## config.mk

```make
export PLATFORM = sky130hd
export DESIGN_NAME = seq_detector_param
export DESIGN_NICKNAME = d
export VERILOG_FILES = /design/src/rtl/seq_detector_param.sv
export SDC_FILE = /design/constraint.sdc
export NUM_CORES = 1
export LEC_CHECK = 0
export ABC_AREA = 1
export BUFFER_PORTS_ARGS = -buffer_cell sky130_fd_sc_hd__buf_2
export CAP_MARGIN = 20
export CORE_MARGIN = 1.5
export CORE_UTILIZATION = 56
export DETAILED_ROUTE_END_ITERATION = 16
export GPL_ROUTABILITY_DRIVEN = 1
export GPL_TIMING_DRIVEN = 0
export PLACE_DENSITY = 0.83
export SLEW_MARGIN = 20
export SYNTH_ARGS = -nofsm -noshare
export SYNTH_HDL_FRONTEND = slang
export SYNTH_SLANG_ARGS = --single-unit
```

## constraint.sdc

```tcl
create_clock -name clk -period 2.2 [get_ports clk]
set_input_delay 0.11 -clock clk [delete_from_list [all_inputs] [get_ports clk]]
set_output_delay 0.11 -clock clk [all_outputs]
set_load 0.02 [all_outputs]
```

## src/rtl/seq_detector_param.sv

```systemverilog
// seq_detector_param: runtime-programmable serial pattern detector with saturating match counter
module seq_detector_param #(
    parameter int MAX_LEN = 8,
    parameter int LEN_W = $clog2(MAX_LEN + 1),
    parameter int CNT_W = 8
) (
    input  logic               clk,
    input  logic               rst_n,
    input  logic               enable,
    input  logic               dataIn,
    input  logic               cfgLoad,
    input  logic [MAX_LEN-1:0] pattern,
    input  logic [LEN_W-1:0]   patLen,
    input  logic               overlap,
    input  logic               clrCount,
    output logic               detected,
    output logic [CNT_W-1:0]   matchCount,
    output logic               cfgErr,
    output logic               armed
);
    typedef enum logic [1:0] {IDLE, FILL, RUN} state_t;
    state_t state;
    logic [MAX_LEN-1:0] hist, pat, mask, nhist;
    logic [LEN_W-1:0] fill, plen, nfill;
    logic ovl, sample, match, bad;
    always_comb begin
        for (int i = 0; i < MAX_LEN; i++) mask[i] = i < int'(plen);
        nhist = {hist[MAX_LEN-2:0], dataIn};
        nfill = fill == plen ? fill : fill + 1'b1;
        sample = enable && state != IDLE && !cfgLoad;
        match = sample && nfill == plen && ((nhist ^ pat) & mask) == '0;
        bad = patLen == '0 || patLen > LEN_W'(MAX_LEN);
    end
    always_ff @(posedge clk) begin
        if (!rst_n) begin
            state <= IDLE;
            hist <= '0;
            fill <= '0;
            pat <= '0;
            plen <= '0;
            ovl <= 1'b0;
            detected <= 1'b0;
            matchCount <= '0;
            cfgErr <= 1'b0;
        end else begin
            detected <= 1'b0;
            if (clrCount) matchCount <= '0;
            else if (match && matchCount != '1) matchCount <= matchCount + 1'b1;
            if (cfgLoad) begin
                pat <= pattern;
                plen <= patLen;
                ovl <= overlap;
                hist <= '0;
                fill <= '0;
                cfgErr <= bad;
                state <= bad ? IDLE : FILL;
            end else if (sample) begin
                // non-overlap restarts the fill so older bits cannot complete another match
                hist <= nhist;
                detected <= match;
                fill <= (match && !ovl) ? '0 : nfill;
                state <= ((match && !ovl) || nfill != plen) ? FILL : RUN;
            end
        end
    end
    assign armed = state != IDLE;
endmodule

```

==> impl_metrics.csv <==
group,metric,value,unit
drt,drt-pass1-iter-count,4,
global_routing,track_usage,23.3,%
clock_network,insertion_delay,0.33,ns
sta,tns,0,ns
global_routing,grt_max_degree,11,
global_routing,grt_use_met3,5.07,%
global_routing,grt_pass1_vias,1790,
pwr,p_total,0.00128,W
drt,wl,4190,µm
clock_network,path_clk_slew,0.10,ns
setup_path,slowest_delay,0.42,ns
setup_path,worstPathArrival,2.29,ns
sta,fin_crit_sh,91.7,%
synthesis,synth_top_cell_by_area,"dfxtp_1",
setup_path,cp_top_family,"simple AND/OR/NAND/NOR gates",
final_layout,area_delta_synth_final,15.9,%
global_routing,grt-busiest-layer,"met2",
clock_network,numCtsBuffers,5,
drt,drt-initial-drc-count,84,
sta,slew_headroom,68.9,%
synthesis,avgSynthCellArea,7.14,µm²
setup_path,critPathSlowestCell,"dfxtp_1",
synthesis,netlist-cell-type-count,27,
placement,gp_congestion,0.935,
final_layout,regArea,724,µm²
pwr,ir_drop,540,µV
sta,finalClockSkew,0.00418,ns
die,start_util,58.4,%
synthesis,synth_nets,296,
synthesis,synthArstFlopShare,0,%
pwr,p_per_area,561,nW/µm²
setup_path,worst-endpoint-required,2.48,ns
final_layout,multiInputGateArea,1100,µm²
setup_path,critical_path.cell_chain,"inv_1 > nand2_1 > nand2_4 > nor2_8 > nand2_4 > nand2_1 > nand3_1 > nand2_1 > nand2_2 > nor2_8 > nand3_2 > nand2_1 > nand3_1 > inv_1",
placement,hpwl,2990,µm
synthesis,synth_area,1960,µm²
placement,dp_slack,0.210,ns
setup_path,cp.buffers_inverters,2,
sta,layout_setup_ws,0.184,ns
global_routing,grt_pass1_wl,7410,µm
worst_hold_path,min_path_cells,3,
run_status,status,"complete, no violations",
sta,max_freq,0.496,GHz
clock_network,postCtsSetupBuffers,0,
global_routing,gr-total-overflow,0,
worst_hold_path,worst_hold_path_type,"input port to flop",
pwr,leakage,0.981,nW
final_layout,nets,335,
die,core,3360,µm²
drt,vias,1903,
final_layout,layout-drive-gt1-share,19.1,%
die,io_pins,30,
synthesis,synth-seq-area-share,36.7,%
synthesis,netlist_instances,275,
sta,worst_pin_slew,0.467,ns
sta,grt_setup_unrepaired,"no",
sta,hold_violations,0,
clock_network,root_buffer,"clkbuf_4",
setup_path,ff2ff_path_depth,14,
die,die_y,62.2,µm
setup_path,cp.depth,14,
die,dieArea,3870,µm²
die,rows,21,
placement,port-buffer-count,28,
clock_network,h-tree-depth,2,
synthesis,synth_seq_cells,36,
synthesis,synth_top_area_share,36.7,%
setup_path,r2r_slack,0.18,ns
global_routing,met1_usage,28.8,%
drt,vias_per_cell,5.29,
clock_network,cts_buffer_depth,2,
synthesis,synth_most_common_cell,"nand2_1",
setup_path,worst_setup_path_end_kind,"flop",
final_layout,fillers,312,
drt,drc,0,
setup_path,crit_fanout,10,
die,dieWidth,62.2,µm
clock_network,tritoncts,"done",
setup_path,critical_path.most_common_cell,"nand2_1",
drt,antenna_left,0,
synthesis,synth_edf_count,0,
synthesis,ys_warn_count,0,
synthesis,synthFlopType,"dfxtp_1",
sta,period_minus_slack,2.02,ns
final_layout,n_antenna_cell,0,
global_routing,use_met2,39.7,%
synthesis,yosys-top-cells-area,"dfxtp_1 (37%), nand2_1 (12%), a21oi_1 (7.6%), nand3_1 (5.1%), inv_1 (4.8%)",
setup_path,start_kind,"flop",
sta,setup_viol,0,
global_routing,antenna_found_initial,0,
clock_network,clock_sinks,36,
sta,slew_violations,0,
setup_path,critical_path_class,"flop to flop",
run,cap_viol_max_count,0,
drt,wl_per_cell,11.6,µm
synthesis,synthTopCellsByCount,"nand2_1 (63), dfxtp_1 (36), a21oi_1 (30), inv_1 (25), nor2_1 (23)",
[worst paths after layout]
check / from / end
setup / recovery: fill[0] / state[0]
hold / removal: pattern[5] / pat[5]
setup reg to reg: fill[0] / state[0]
hold reg to reg: hist[6] / hist[6]
[metal layers]
| metal | wire length, µm | vias up |
|---|---|---|
| li1 | - | 986 |
| met1 | 2030 | 867 |
| met2 | 1940 | 45 |
| met3 | 175 | 5 |
| met4 | 42 | 0 |
| met5 | 0 | - |
[what timing repair did]
action	4_1_cts	5_1_grt
hold buffers	4	0
hold endpoints to repair	4	0
gates resized for setup	0	4
setup endpoints to repair	0	2
[sequential cells by signal, indices dropped and copies added, names as in the netlist]
register    count
state           2
pat             8
detected        1
hist            7
fill            4
cfgErr          1
ovl             1
matchCount      8
plen            4
[placed cells by master (no fill, tap or decap), types with 8 or more instances in the layout]
| cell type | Yosys | final |
|---|---|---|
| buf_2 | 1 | 29 |
| nand3_1 | 20 | 20 |
| a21oi_1 | 30 | 30 |
| inv_1 | 25 | 25 |
| nand4_1 | 8 | 8 |
| nand2_1 | 63 | 63 |
| nor2_1 | 23 | 23 |
| dfxtp_1 | 36 | 33 |
| o21ai_0 | 18 | 18 |
[layout make-up]
| cell class | count | area share [%] |
|---|---|---|
| Multi-Input combinational cell | 203 | 48.5 |
| Sequential cell | 36 | 31.8 |
| Timing Repair Buffer | 32 | 7.92 |
| Inverter | 28 | 4.62 |
| Clock buffer | 7 | 2.86 |
| Tap cell | 46 | 2.53 |
| Buffer | 8 | 1.70 |
[stage by stage]
step / cell area (µm²) / instances / hold slack [ns] / utilization (%)
floorplan: 1960 / 275 / 0.245 / -
global placement: 2160 / 349 / 0.330 / 64.3
detailed placement: 2160 / 349 / 0.334 / 64.3
CTS: 2270 / 360 / 0.00314 / 67.4
global route: 2280 / 360 / 0.00316 / 67.7
finish: 2280 / 360 / 0.00999 / 67.7
[report_power, final]
part,switching (W),internal (W),total [W]
Sequential,0.0000172,0.000672,0.000689
Combinational,0.000128,0.0000763,0.000204
Clock,0.000203,0.000181,0.000384
Total,0.000348,0.000929,0.00128
[logic make-up after synthesis]
group	after synthesis	synth area share, %
flops	36	36.7
fa+ha+maj	2	1.27
simple gates	134	34.4
buf+inv	36	7.32
compound gates	53	14.1
xor+xnor	14	6.24
[worst reg2reg max path: stages (launching register included)]
cell and delay (ns):
dfxtp_1 0.42, inv_1 0.10, nand2_1 0.13, nand2_4 0.08
nor2_8 0.16, nand2_4 0.10, nand2_1 0.09, nand3_1 0.07
nand2_1 0.10, nand2_2 0.10, nor2_8 0.18, nand3_2 0.16
nand2_1 0.15, nand3_1 0.08, inv_1 0.06
Note: power is estimated with default switching activity, not from simulation.
